$ cat config.mk
export PLATFORM = sky130hd
export DESIGN_NAME = ram_burst_master
export DESIGN_NICKNAME = d
export VERILOG_FILES = /design/src/rtl/ram_burst_master_pkg.sv /design/src/rtl/ram_burst_master_read_fifo.sv /design/src/rtl/ram_burst_master.sv
export SDC_FILE = /design/constraint.sdc
export NUM_CORES = 1
export LEC_CHECK = 0
export CORE_ASPECT_RATIO = 1.4
export CORE_MARGIN = 3
export CORE_UTILIZATION = 49
export CTS_BUF_LIST = sky130_fd_sc_hd__clkbuf_8 sky130_fd_sc_hd__clkbuf_16
export DETAILED_ROUTE_END_ITERATION = 8
export GPL_TIMING_DRIVEN = 1
export PLACE_DENSITY = 0.77
export SLEW_MARGIN = 40
export SYNTH_ARGS = -nofsm -noshare
export SYNTH_HDL_FRONTEND = slang
export SYNTH_HIERARCHICAL = 1
export SYNTH_SLANG_ARGS = --single-unit
$ cat constraint.sdc
create_clock -name Clock -period 3.8 [get_ports Clock]
set_input_delay 0.76 -clock Clock [delete_from_list [all_inputs] [get_ports Clock]]
set_output_delay 0.76 -clock Clock [all_outputs]
set_load 0.01 [all_outputs]
$ cat src/rtl/ram_burst_master_pkg.sv
// ram_burst_master_pkg
// Shared definitions for the RAM burst master: FSM state encoding, default
// widths and the read-issue admission helper.
package ram_burst_master_pkg;

  localparam int DEF_ADDRESS_WIDTH = 4;
  localparam int DEF_DATA_WIDTH    = 8;

  typedef enum logic [1:0] {
    ST_IDLE  = 2'd0,
    ST_WRITE = 2'd1,
    ST_READ  = 2'd2
  } state_t;

  // A read may be issued only if the word it returns next cycle will find a
  // free FIFO slot: occupancy plus the word already in flight, minus the word
  // leaving this cycle, must stay below the 2-entry depth.
  function automatic logic read_room(input logic [1:0] count,
                                     input logic       inflight,
                                     input logic       pop);
    logic [2:0] w_level;
    w_level = {1'b0, count} + {2'b00, inflight} - {2'b00, pop};
    return (w_level < 3'd2);
  endfunction

endpackage

$ cat src/rtl/ram_burst_master_read_fifo.sv
// ram_burst_master_read_fifo
// Two-entry synchronous FIFO that buffers RAM read data for the output stream.
// Ports:
//   Clock, Reset   - clock, asynchronous active-low reset
//   i_push, i_data - write side (word returned by the RAM)
//   i_pop          - read side handshake (ignored when empty)
//   o_count        - current occupancy 0..2
//   o_valid        - FIFO holds at least one word
//   o_data         - head word; holds the last popped word while empty
module ram_burst_master_read_fifo #(
  parameter int DATA_WIDTH = 8
) (
  input  logic                  Clock,
  input  logic                  Reset,
  input  logic                  i_push,
  input  logic [DATA_WIDTH-1:0] i_data,
  input  logic                  i_pop,
  output logic [1:0]            o_count,
  output logic                  o_valid,
  output logic [DATA_WIDTH-1:0] o_data
);

  logic [DATA_WIDTH-1:0] r_mem [0:1];
  logic [DATA_WIDTH-1:0] r_last;
  logic                  r_wptr;
  logic                  r_rptr;
  logic [1:0]            r_count;
  logic                  w_pop;
  logic                  w_push;

  assign w_pop  = i_pop & (r_count != 2'd0);
  assign w_push = i_push & (~r_count[1] | w_pop);

  always_ff @(posedge Clock or negedge Reset) begin
    if (!Reset) begin
      for (int i = 0; i < 2; i++) r_mem[i] <= '0;
      r_last  <= '0;
      r_wptr  <= 1'b0;
      r_rptr  <= 1'b0;
      r_count <= 2'd0;
    end else begin
      if (w_push) begin
        r_mem[r_wptr] <= i_data;
        r_wptr        <= ~r_wptr;
      end
      if (w_pop) begin
        r_last <= r_mem[r_rptr];
        r_rptr <= ~r_rptr;
      end
      case ({w_push, w_pop})
        2'b10:   r_count <= r_count + 2'd1;
        2'b01:   r_count <= r_count - 2'd1;
        default: r_count <= r_count;
      endcase
    end
  end

  assign o_count = r_count;
  assign o_valid = (r_count != 2'd0);
  // Once drained, keep presenting the last word handed out.
  assign o_data  = o_valid ? r_mem[r_rptr] : r_last;

endmodule

$ cat src/rtl/ram_burst_master.sv
// ram_burst_master
// Burst initiator for a single-port synchronous RAM. Accepts one command at a
// time (write/read, start address, length). Write bursts stream WrData_i into
// the RAM; read bursts stream RAM words out through a 2-entry FIFO with full
// backpressure. Addresses wrap modulo 2^ADDRESS_WIDTH.
// Ports:
//   Clock, Reset                    - clock, asynchronous active-low reset
//   CmdValid_i/CmdReady_o           - command handshake
//   CmdWrite_i, CmdAddress_i,
//   CmdLength_i                     - command fields (length 0 = no-op)
//   WrValid_i/WrReady_o, WrData_i   - write data stream
//   RdValid_o/RdReady_i, RdData_o   - read data stream
//   Busy_o, Done_o                  - burst in progress / completion pulse
//   RamReadEnable_o, RamWriteEnable_o,
//   RamAddress_o, RamData_o, RamData_i - RAM interface
module ram_burst_master
  import ram_burst_master_pkg::*;
#(
  parameter int ADDRESS_WIDTH = DEF_ADDRESS_WIDTH,
  parameter int DATA_WIDTH    = DEF_DATA_WIDTH,
  parameter int LENGTH_WIDTH  = ADDRESS_WIDTH + 1
) (
  input  logic                     Clock,
  input  logic                     Reset,
  input  logic                     CmdValid_i,
  output logic                     CmdReady_o,
  input  logic                     CmdWrite_i,
  input  logic [ADDRESS_WIDTH-1:0] CmdAddress_i,
  input  logic [LENGTH_WIDTH-1:0]  CmdLength_i,
  input  logic                     WrValid_i,
  output logic                     WrReady_o,
  input  logic [DATA_WIDTH-1:0]    WrData_i,
  output logic                     RdValid_o,
  input  logic                     RdReady_i,
  output logic [DATA_WIDTH-1:0]    RdData_o,
  output logic                     Busy_o,
  output logic                     Done_o,
  output logic                     RamReadEnable_o,
  output logic                     RamWriteEnable_o,
  output logic [ADDRESS_WIDTH-1:0] RamAddress_o,
  output logic [DATA_WIDTH-1:0]    RamData_o,
  input  logic [DATA_WIDTH-1:0]    RamData_i
);

  state_t                   r_state;
  state_t                   w_next;
  logic [ADDRESS_WIDTH-1:0] r_addr;
  logic [LENGTH_WIDTH-1:0]  r_remain;
  logic                     r_inflight;
  logic                     r_done;
  logic [1:0]               w_fifo_count;
  logic                     w_cmd_acc;
  logic                     w_wr_xfer;
  logic                     w_pop;
  logic                     w_issue;
  logic                     w_wr_last;
  logic                     w_rd_last;

  assign w_cmd_acc = CmdValid_i & Reset & (r_state == ST_IDLE);
  assign w_wr_xfer = (r_state == ST_WRITE) & WrValid_i;
  assign w_pop     = RdValid_o & RdReady_i;
  assign w_issue   = (r_state == ST_READ) & (r_remain != '0) &
                     read_room(w_fifo_count, r_inflight, w_pop);
  assign w_wr_last = w_wr_xfer & (r_remain == LENGTH_WIDTH'(1));
  // Read burst ends on the pop of the final word: nothing left to issue,
  // nothing in flight, one word left in the FIFO.
  assign w_rd_last = (r_state == ST_READ) & (r_remain == '0) & ~r_inflight &
                     (w_fifo_count == 2'd1) & w_pop;

  // State register
  always_ff @(posedge Clock or negedge Reset) begin
    if (!Reset) r_state <= ST_IDLE;
    else        r_state <= w_next;
  end

  // Next-state logic
  always_comb begin
    w_next = r_state;
    case (r_state)
      ST_IDLE:  if (w_cmd_acc && (CmdLength_i != '0))
                  w_next = CmdWrite_i ? ST_WRITE : ST_READ;
      ST_WRITE: if (w_wr_last) w_next = ST_IDLE;
      ST_READ:  if (w_rd_last) w_next = ST_IDLE;
      default:  w_next = ST_IDLE;
    endcase
  end

  // Output logic
  always_comb begin
    CmdReady_o       = Reset & (r_state == ST_IDLE);
    WrReady_o        = (r_state == ST_WRITE);
    Busy_o           = (r_state != ST_IDLE);
    RamWriteEnable_o = w_wr_xfer;
    RamReadEnable_o  = w_issue;
    RamData_o        = (r_state == ST_WRITE) ? WrData_i : '0;
    RamAddress_o     = r_addr;
    Done_o           = r_done;
  end

  // Address/count tracking and completion pulse
  always_ff @(posedge Clock or negedge Reset) begin
    if (!Reset) begin
      r_addr     <= '0;
      r_remain   <= '0;
      r_inflight <= 1'b0;
      r_done     <= 1'b0;
    end else begin
      r_done     <= (w_cmd_acc && (CmdLength_i == '0)) | w_wr_last | w_rd_last;
      r_inflight <= w_issue;
      if (w_cmd_acc) begin
        r_addr   <= CmdAddress_i;
        r_remain <= CmdLength_i;
      end else if (w_wr_xfer || w_issue) begin
        r_addr   <= r_addr + ADDRESS_WIDTH'(1);
        r_remain <= r_remain - LENGTH_WIDTH'(1);
      end
    end
  end

  // Word read last cycle is captured as it comes out of the RAM.
  ram_burst_master_read_fifo #(
    .DATA_WIDTH(DATA_WIDTH)
  ) u_read_fifo (
    .Clock   (Clock),
    .Reset   (Reset),
    .i_push  (r_inflight),
    .i_data  (RamData_i),
    .i_pop   (w_pop),
    .o_count (w_fifo_count),
    .o_valid (RdValid_o),
    .o_data  (RdData_o)
  );

endmodule

==> reports/metrics.csv, run 1 <==
stage,metric,value,unit
timing,whs,0.489,ns
route,drt-total-wl,4620,um
cts,post_cts_buffers,0,
timing,worst-slew-pin-transition,0.549,ns
setup_path,path_class,input pin to output port,
cts,cts_tree,yes,
layout,diodes,0,
timing,skew,0.00316,ns
setup_path,arrival,2.92,ns
logic_synthesis,ys_seq_elements,41,
placed_design,port_buffers,57,
pwr,ir_drop,0.456,mV
logic_synthesis,syn-num-nets,244,
layout,drive_above_1_share,13.4,%
global_route,antenna_found_initial,0,
timing,maxSlewViolCount,0,
route,first_pass_iters,6,
logic_synthesis,synth-edff-count,0,
global_route,grt_pass1_wl,8020,um
placed_design,hpwl,3390,um
logic_synthesis,synthFlopType,dfrtp_1,
cts,clock_latency,0.29,ns
logic_synthesis,syn_area,2220,sq um
timing,fmax,0.272,GHz
pwr,power_density,811,nW/um^2
timing,fin_setup_tns,0,ns
logic_synthesis,synth_warnings,6,
die,core_area,4310,sq um
logic_synthesis,ys_types,41,
die,die-area,5390,sq um
logic_synthesis,syn_inst,206,
setup_path,crit_buf_inv,2,
route,drtIter0Drc,97,
route,viasPerCell,5.30,
die,die_h,85.7,um
timing,finalHoldViolations,0,
setup_path,cpMaxStageDelayCell,fa_1,
global_route,grt.overflow.total,0,
layout,area_growth_syn_to_layout,33.2,%
cts,clock-sinks,41,
timing,period_needed,3.68,ns
timing,rsz0062_at_grt,no,
placed_design,numPlacedInstances,320,
logic_synthesis,synth_area_per_cell,10.8,sq um
global_route,grt_max_degree,43,
placed_design,place_area,2850,sq um
status,status,finished clean,
cts,path_clk_slew,0.07,ns
setup_path,crit_path_start_kind,input pin,
setup_path,cp_cell_sequence,clkdlybuf4s50_1 > and2_1 > ha_1 > nand2b_1 > fa_1 > and3b_1 > and3_1 > dlygate4sd2_1,
worst_hold_path,min_path_type,register to register,
layout,fin_cells,328,
timing,post-route-period-util,96.8,%
logic_synthesis,synth-async-reset-ratio,100,%
timing,setup_ws,0.122,ns
cts,numCtsBuffers,5,
layout,fin_nets,305,
route,drtAntennaViolNets,0,
route,drc,0,
pwr,p_leak,1.31,nW
global_route,grt_pass1_vias,1764,
die,die_w,62.9,um
die,start_util,51.6,%
cts,htree_levels,2,
layout,fillers,382,
placed_design,dp_slack,-0.144,ns
setup_path,crit_family,buffers and inverters,
route,wire_per_inst,14.1,um
cts,clockBufferDepth,2,
die,io_pins,58,
placed_design,gp_congestion,0.805,
timing,slew_headroom,63.4,%
flow_run,cap_viol_max_count,0,
timing,setup_violations,0,
logic_synthesis,yosysSeqAreaShare,46.1,%
global_route,track_usage,18.5,%
setup_path,crit_required,3.04,ns
route,vias,1740,
setup_path,cp_max_fo,3,
setup_path,setup.worst_path.end_class,output port,
cts,clockRootBuffer,clkbuf_8,
die,rows,28,
setup_path,max_stage_delay,0.48,ns
layout,design_area,2960,sq um
## flip-flops by register name, indices dropped and copies added (netlist names)
name                 flops
r_inflight               1
r_state                  2
u_read_fifo/r_mem       16
u_read_fifo/r_wptr       1
u_read_fifo/r_rptr       1
RamAddress_o             4
Done_o                   1
r_remain                 5
u_read_fifo/o_count      2
u_read_fifo/r_last       8
## kinds of logic (layout without fill, tap and decap cells)
group	after synthesis	count (layout)	share of synthesized area (%)
buffers and inverters	19	81	4.67
xor gates and xnor gates	8	8	3.15
DFF	41	41	46.1
muxes	25	25	14.9
adders and majority gates	7	7	4.28
AOI/OAI and AO/OA	37	37	9.90
and+or+nand+nor	69	69	17.0
## power breakdown
group,total [mW],switching [mW],internal (mW),leakage [nW]
clock,0.352,0.140,0.211,0.0626
sequential,0.809,0.175,0.634,0.508
combinational,1.24,0.536,0.706,0.741
## metal layers
metal  share of wire, %  global-route usage [%]
met1                 45                    22.4
met2                 50                    32.6
met3                4.7                    3.80
met4               0.82                    6.02
met5                  0                       0
## cell usage in the layout (no fill, tap or decap), types with 5 or more instances in the layout
cell / n
xnor2_1: 6
ha_1: 6
a31oi_1: 5
clkbuf_8: 6
inv_1: 10
mux2_4: 16
buf_4: 7
and2_1: 9
dfrtp_1: 41
mux2i_1: 9
nand2_1: 10
or3_1: 7
clkdlybuf4s50_1: 55
a21oi_1: 12
o21ai_0: 13
nor2_1: 21
## cells in the mapped netlist (all sizes together), types with 6 or more instances
master / number / area share (%)
xnor2: 6 / 2.4
or3: 7 / 2.0
a31oi: 6 / 2.4
mux2: 16 / 11
and2: 9 / 2.5
dfrtp: 41 / 46
mux2i: 9 / 4.1
nor2: 21 / 3.5
buf: 7 / 2.6
ha: 6 / 3.4
nand2: 10 / 1.7
o21ai: 15 / 3.4
a21oi: 12 / 2.7
inv: 9 / 1.5
## area by class of cell
class	instances	area (sq um)	share of cell area [%]
clock buffers	6	82.6	2.79
inverters	9	33.8	1.14
repair buffers	64	617	20.8
flip-flops and latches	41	1030	34.6
clock inverters	2	33.8	1.14
multi-input cells	146	1090	36.9
well taps	60	75.1	2.53
## worst min-delay path: stages, from the launching register on
cell and delay, ns:
dfrtp_1 0.35, nand2_1 0.05, o21ai_0 0.06
## path summary, 6_finish.rpt
| path | slack [ns] | start | end | depth (start not counted) |
|---|---|---|---|---|
| setup / recovery | 0.12 | RdReady_i | RamReadEnable_o | 8 |
| hold / removal | 0.49 | u_read_fifo/r_last[6] | u_read_fifo/r_last[6] | 2 |
| setup reg to reg | 0.82 | u_read_fifo/o_count[0] | r_remain[4] | 10 |
| hold reg to reg | 0.49 | u_read_fifo/r_last[6] | u_read_fifo/r_last[6] | 2 |
| max in group asynchronous | 2.87 | Reset | RamAddress_o[1] | 2 |
| min in group asynchronous | 0.58 | Reset | u_read_fifo/r_mem[4] | 2 |
## repair_timing
item	4_1_cts	5_1_grt
setup endpoints to repair	1	0
gates resized for setup	1	0
hold buffers	0	0
## stage by stage
step           power, mW  util [%]
3_5_place_dp        2.06      66.1
2_1_floorplan       1.56         -
6_report            2.40      68.7
4_1_cts             2.43      68.7
5_1_grt             2.59      68.7
3_3_place_gp        2.03      66.1
(Power assumes the default switching activity.)
==> inputs of run 2 (changes only) <==
--- a/config.mk
+++ b/config.mk
@@ -11,7 +11,7 @@
 export CTS_BUF_LIST = sky130_fd_sc_hd__clkbuf_8 sky130_fd_sc_hd__clkbuf_16
 export DETAILED_ROUTE_END_ITERATION = 8
 export GPL_TIMING_DRIVEN = 1
-export PLACE_DENSITY = 0.77
+export PLACE_DENSITY = 0.8
 export SLEW_MARGIN = 40
 export SYNTH_ARGS = -nofsm -noshare
 export SYNTH_HDL_FRONTEND = slang
==> reports/metrics.csv, run 2 (synthesized netlist as in run 1, its figures left out) <==
stage,metric,value,unit,change
status,status,finished clean,,
cts,clock-sinks,41,,unchanged
setup_path,crit_family,buffers and inverters,,
layout,regMostFlops,u_read_fifo/r_mem,,
timing,period_needed,3.65,ns,-0.0321 ns
timing,rsz0062_at_grt,no,,
route,drtAntennaViolNets,0,,unchanged
setup_path,r2r_end,r_remain[4],,
global_route,grt_max_degree,43,,unchanged
global_route,grt_pass1_wl,7580,um,-5.4%
layout,area_growth_syn_to_layout,33.4,%,
setup_path,arrival,2.89,ns,-0.03 ns
route,routed.top_layer,met4,,
cts,htree_levels,2,,unchanged
global_route,antenna_found_initial,0,,unchanged
die,die-area,5390,sq um,unchanged
timing,slew_headroom,61.7,%,-1.7 points
die,core_area,4310,sq um,unchanged
route,drt-met1-wl,1960,um,-5.0%
layout,final_cell_mix,"55 x clkdlybuf4s50_1, 41 x dfrtp_1, 21 x nor2_1",,
timing,post-route-period-util,95.9,%,-0.84 points
route,drt-total-wl,4450,um,-3.8%
setup_path,crit_buf_inv,2,,unchanged
worst_hold_path,min_from,u_read_fifo/r_last[0],,
timing,worst-slew-pin-transition,0.574,ns,+0.0250 ns
route,drtIter0Drc,78,,-20%
route,vias,1719,,-1.2%
die,io_pins,58,,unchanged
cts,clockBufferDepth,2,,unchanged
setup_path,cpMaxStageDelayCell,clkdlybuf4s50_1,,
setup_path,cp_cell_sequence,clkdlybuf4s50_1 > and2_1 > ha_1 > nand2b_1 > fa_1 > and3b_1 > and3_1 > dlygate4sd2_1,,
pwr,power_density,810,nW/um^2,-0.16%
placed_design,dp_slack,-0.112,ns,+0.0319 ns
timing,finalHoldViolations,0,,unchanged
cts,path_clk_slew,0.08,ns,about the same
route,drc,0,,unchanged
die,die_w,62.9,um,unchanged
placed_design,hpwl,3280,um,-3.1%
flow_run,cap_viol_max_count,0,,unchanged
placed_design,gp_congestion,0.832,,+3.3%
worst_hold_path,hold_end,u_read_fifo/r_last[0],,
placed_design,port_buffers,57,,unchanged
die,rows,28,,unchanged
setup_path,setup.worst_path.end_class,output port,,
timing,setup_ws,0.154,ns,+0.0321 ns
cts,cts_tree,yes,,
die,die_h,85.7,um,unchanged
layout,fin_nets,305,,unchanged
timing,skew,0.00519,ns,+0.00203 ns
setup_path,cp_max_fo,3,,unchanged
layout,diodes,0,,unchanged
global_route,grt_pass1_vias,1661,,-5.8%
global_route,track_usage,17.7,%,-0.80 points
global_route,grt.overflow.total,0,,unchanged
worst_hold_path,min_path_type,register to register,,
cts,numCtsBuffers,5,,unchanged
cts,hold_buffers,0,,unchanged
die,start_util,51.6,%,unchanged
route,wire_per_inst,13.6,um,-3.8%
route,viasPerCell,5.24,,-1.2%
layout,top_regs,"u_read_fifo/r_mem x16, u_read_fifo/r_last x8, r_remain x5",,
setup_path,crit_required,3.04,ns,about the same
layout,largest_reg_flops,16,,unchanged
route,routed-wl-met2,2190,um,-4.8%
setup_path,r2r_start,u_read_fifo/o_count[0],,
setup_path,r2r_setup_slack,0.93,ns,+0.11 ns
cts,post_cts_buffers,0,,unchanged
cts,clock_latency,0.29,ns,about the same
setup_path,path_class,input pin to output port,,
route,first_pass_iters,4,,-2
timing,maxSlewViolCount,0,,unchanged
layout,final_common_cell,clkdlybuf4s50_1,,
layout,drive_above_1_share,13.8,%,+0.37 points
worst_hold_path,min_path_cells,2,,unchanged
setup_path,crit_path_start_kind,input pin,,
timing,setup_violations,0,,unchanged
pwr,p_leak,1.31,nW,-0.39%
pwr,ir_drop,0.387,mV,-15%
setup_path,max_stage_delay,0.48,ns,about the same
cts,clockRootBuffer,clkbuf_8,,
route,wl_met3,222,um,+1.4%
layout,postLayoutCoreUtil,68.8,%,+0.087 points
timing,fmax,0.274,GHz,+0.88%
setup_path,reg2reg_depth,10,,unchanged
## run 2: changes by cell type in the layout (fill, tap and decap cells not counted)
cell,delta
clkinvlp_4,+1
inv_1,-1
## run 2: stage by stage
stage          instance area [sq um]  std cells  TNS, ns  power [mW]  hold slack [ns]
5_1_grt                         2970        328        0        2.59            0.507
3_5_place_dp                    2850        320   -0.112        2.05            0.474
2_1_floorplan                   2220        206        0        1.56            0.451
4_1_cts                         2970        328        0        2.43            0.494
3_3_place_gp                    2850        320   -0.102        2.02            0.462
6_report                        2970        328        0        2.40            0.494
## run 2: metal layers
layer | global-route usage, % | vias to the layer above
li1 | - | 835
met1 | 22.2 | 823
met2 | 29.2 | 54
met3 | 4.19 | 7
met4 | 7.23 | 0
met5 | 0 | -
## run 2: worst max path at each step
stage | start | to | slack, ns | cells after the start
floorplan | u_read_fifo/o_count[1] | RamReadEnable_o | 0.56 | 9
global placement | RdReady_i | RamReadEnable_o | -0.10 | 8
detailed placement | RdReady_i | RamReadEnable_o | -0.11 | 8
CTS | RdReady_i | RamReadEnable_o | 0.13 | 8
global route | RdReady_i | RamReadEnable_o | 0.03 | 8
finish | RdReady_i | RamReadEnable_o | 0.15 | 8
## run 2: worst reg2reg max path, stage by stage, from the launching register on
cell and delay [ns]:
dfrtp_1 0.45, or2_1 0.25, and2_1 0.18, ha_1 0.27
nand2b_1 0.15, fa_1 0.48, and3b_1 0.17, buf_4 0.12
a31oi_4 0.17, or3_1 0.39, a31oi_1 0.17
## run 2: area by class of cell
type                    count  area (sq um)
fillers                   355          1340
multi-input cells         146          1090
flip-flops and latches     41          1030
repair buffers             64           617
clock buffers               6          82.6
well taps                  60          75.1
clock inverters             2          37.5
inverters                   9          33.8
## run 2: power breakdown
| group | internal (mW) | switching, mW | total (mW) |
|---|---|---|---|
| registers | 0.634 | 0.167 | 0.800 |
| logic | 0.707 | 0.529 | 1.24 |
| clock network | 0.214 | 0.152 | 0.365 |
## run 2: what timing repair did
item | in CTS | in global routing
gates resized for setup | 1 | 0
hold endpoints to repair | 0 | 0
setup endpoints to repair | 1 | 0
==> inputs of run 3 (changes only) <==
--- a/config.mk
+++ b/config.mk
@@ -12,6 +12,7 @@
 export DETAILED_ROUTE_END_ITERATION = 8
 export GPL_TIMING_DRIVEN = 1
 export PLACE_DENSITY = 0.8
+export SETUP_SLACK_MARGIN = 0.3
 export SLEW_MARGIN = 40
 export SYNTH_ARGS = -nofsm -noshare
 export SYNTH_HDL_FRONTEND = slang
==> reports/metrics.csv, run 3 (synthesized netlist as in run 1, its figures left out) <==
stage,metric,value,unit,change
timing,maxSlewViolCount,0,,unchanged
layout,final_common_cell,clkdlybuf4s50_1,,
setup_path,max_stage_delay,0.48,ns,about the same
timing,setup_violations,0,,unchanged
status,status,finished clean,,
timing,worst-slew-pin-transition,0.573,ns,-0.000494 ns
global_route,track_usage,17.7,%,unchanged
global_route,grt_use_met1,22.3,%,+0.085 points
timing,post-route-period-util,86.6,%,-9.4 points
die,core_area,4310,sq um,unchanged
route,first_pass_iters,5,,+1
cts,clockBufferDepth,2,,unchanged
layout,largest_reg_flops,16,,unchanged
timing,whs,0.492,ns,-0.00227 ns
timing,rsz0062_at_grt,no,,
placed_design,port_buffers,57,,unchanged
global_route,globalRouteMet3Util,4.06,%,-0.13 points
route,wire_per_inst,13.7,um,+0.99%
global_route,grt_pass1_vias,1660,,-0.060%
layout,final_cell_mix,"54 x clkdlybuf4s50_1, 41 x dfrtp_1, 21 x nor2_1",,
setup_path,crit_buf_inv,1,,-1
timing,finalHoldViolations,0,,unchanged
global_route,grt_util_met2,29.2,%,unchanged
timing,skew,0.00608,ns,+0.000895 ns
cts,hold_buffers,0,,unchanged
placed_design,gp_congestion,0.832,,unchanged
global_route,busiest_layer,met2,,
setup_path,crit_family,simple AND/OR/NAND/NOR gates,,
layout,fin_nets,305,,unchanged
cts,path_clk_slew,0.08,ns,about the same
layout,drive_above_1_share,14.9,%,+1.1 points
route,drc,0,,unchanged
timing,period_needed,3.29,ns,-0.356 ns
layout,area_growth_syn_to_layout,33.8,%,
setup_path,cp_max_fo,6,,+3
route,viasPerCell,5.26,,+0.29%
cts,cts_tree,yes,,
layout,postLayoutCoreUtil,69.0,%,+0.20 points
die,die_w,62.9,um,unchanged
route,drt-total-wl,4490,um,+0.99%
route,drtIter0Drc,76,,-2.6%
global_route,antenna_found_initial,0,,unchanged
die,die_h,85.7,um,unchanged
timing,fmax,0.304,GHz,+11%
cts,clock_latency,0.29,ns,about the same
layout,diodes,0,,unchanged
pwr,ir_drop,0.387,mV,about the same
cts,numCtsBuffers,5,,unchanged
cts,clock-sinks,41,,unchanged
cts,clockRootBuffer,clkbuf_8,,
timing,fin_setup_tns,0,ns,unchanged
setup_path,arrival,2.53,ns,-0.36 ns
setup_path,cpMaxStageDelayCell,fa_1,,
cts,post_cts_buffers,0,,unchanged
die,start_util,51.6,%,unchanged
setup_path,crit_path_start_kind,register,,
global_route,grt_max_degree,43,,unchanged
die,die-area,5390,sq um,unchanged
global_route,grt_pass1_wl,7580,um,unchanged
setup_path,crit_required,3.04,ns,about the same
setup_path,path_class,register to output port,,
die,io_pins,58,,unchanged
layout,regMostFlops,u_read_fifo/r_mem,,
pwr,power_density,811,nW/um^2,+0.14%
flow_run,cap_viol_max_count,0,,unchanged
worst_hold_path,min_path_type,register to register,,
die,rows,28,,unchanged
global_route,grt.overflow.total,0,,unchanged
cts,htree_levels,2,,unchanged
placed_design,hpwl,3280,um,unchanged
route,vias,1724,,+0.29%
setup_path,setup.worst_path.end_class,output port,,
setup_path,cp_cell_sequence,or2_1 > and2_4 > ha_1 > nand2b_1 > fa_1 > and3b_1 > and3_4 > buf_4,,
pwr,p_leak,1.31,nW,+0.53%
timing,slew_headroom,61.8,%,about the same
layout,top_regs,"u_read_fifo/r_mem x16, u_read_fifo/r_last x8, r_remain x5",,
route,drtAntennaViolNets,0,,unchanged
run 3: where the power goes:
group | internal [mW] | switching (mW) | total (mW)
clock | 0.214 | 0.151 | 0.365
sequential | 0.634 | 0.166 | 0.800
combinational | 0.713 | 0.533 | 1.25
total | 1.56 | 0.851 | 2.41
run 3: timing repair:
item | in CTS | in global routing
resized for setup | 5 | 3
setup endpoints to repair | 1 | 1
endpoints found under the hold margin | 0 | 0
gates cloned | 0 | 0
run 3: worst paths after layout:
path | slack (ns) | from | cells after the start | end
hold / removal | 0.49 | u_read_fifo/r_last[0] | 2 | u_read_fifo/r_last[0]
max in group asynchronous | 2.90 | Reset | 2 | u_read_fifo/r_mem[2]
hold reg to reg | 0.49 | u_read_fifo/r_last[0] | 2 | u_read_fifo/r_last[0]
min in group asynchronous | 0.54 | Reset | 2 | u_read_fifo/r_mem[13]
setup / recovery | 0.51 | u_read_fifo/o_count[0] | 8 | RamReadEnable_o
setup reg to reg | 0.93 | u_read_fifo/o_count[0] | 10 | r_remain[4]
run 3: worst register-to-register path, delay by kind of cell (launching register included):
| family | cells | cell delay (ns) |
|---|---|---|
| buffers and inverters | 1 | 0.13 |
| AOI/OAI and AO/OA | 2 | 0.34 |
| adders and majority gates | 2 | 0.74 |
| DFF | 1 | 0.45 |
| and+or+nand+nor | 5 | 1.14 |
run 3: area by class of cell:
cell class | count | area (sq um)
fill | 354 | 1340
multi-input combinational | 146 | 1100
sequential | 41 | 1030
timing repair buffer | 64 | 618
clock buffer | 6 | 82.6
tap | 60 | 75.1
clock inverter | 2 | 37.5
inverter | 9 | 33.8
run 3: metrics by stage:
step / std cells / setup WS (ns) / instance area (sq um) / power [mW]
2_1_floorplan: 206 / 0.561 / 2220 / 1.56
3_3_place_gp: 320 / -0.102 / 2850 / 2.02
3_5_place_dp: 320 / -0.112 / 2850 / 2.05
4_1_cts: 328 / 0.305 / 2960 / 2.43
5_1_grt: 328 / 0.391 / 2970 / 2.60
6_report: 328 / 0.510 / 2970 / 2.41
run 3: per-layer routing:
layer,vias to the layer above,routed length (um)
met2,62,2170
met1,817,1990
met3,8,248
met4,0,83
li1,837,-
met5,-,0
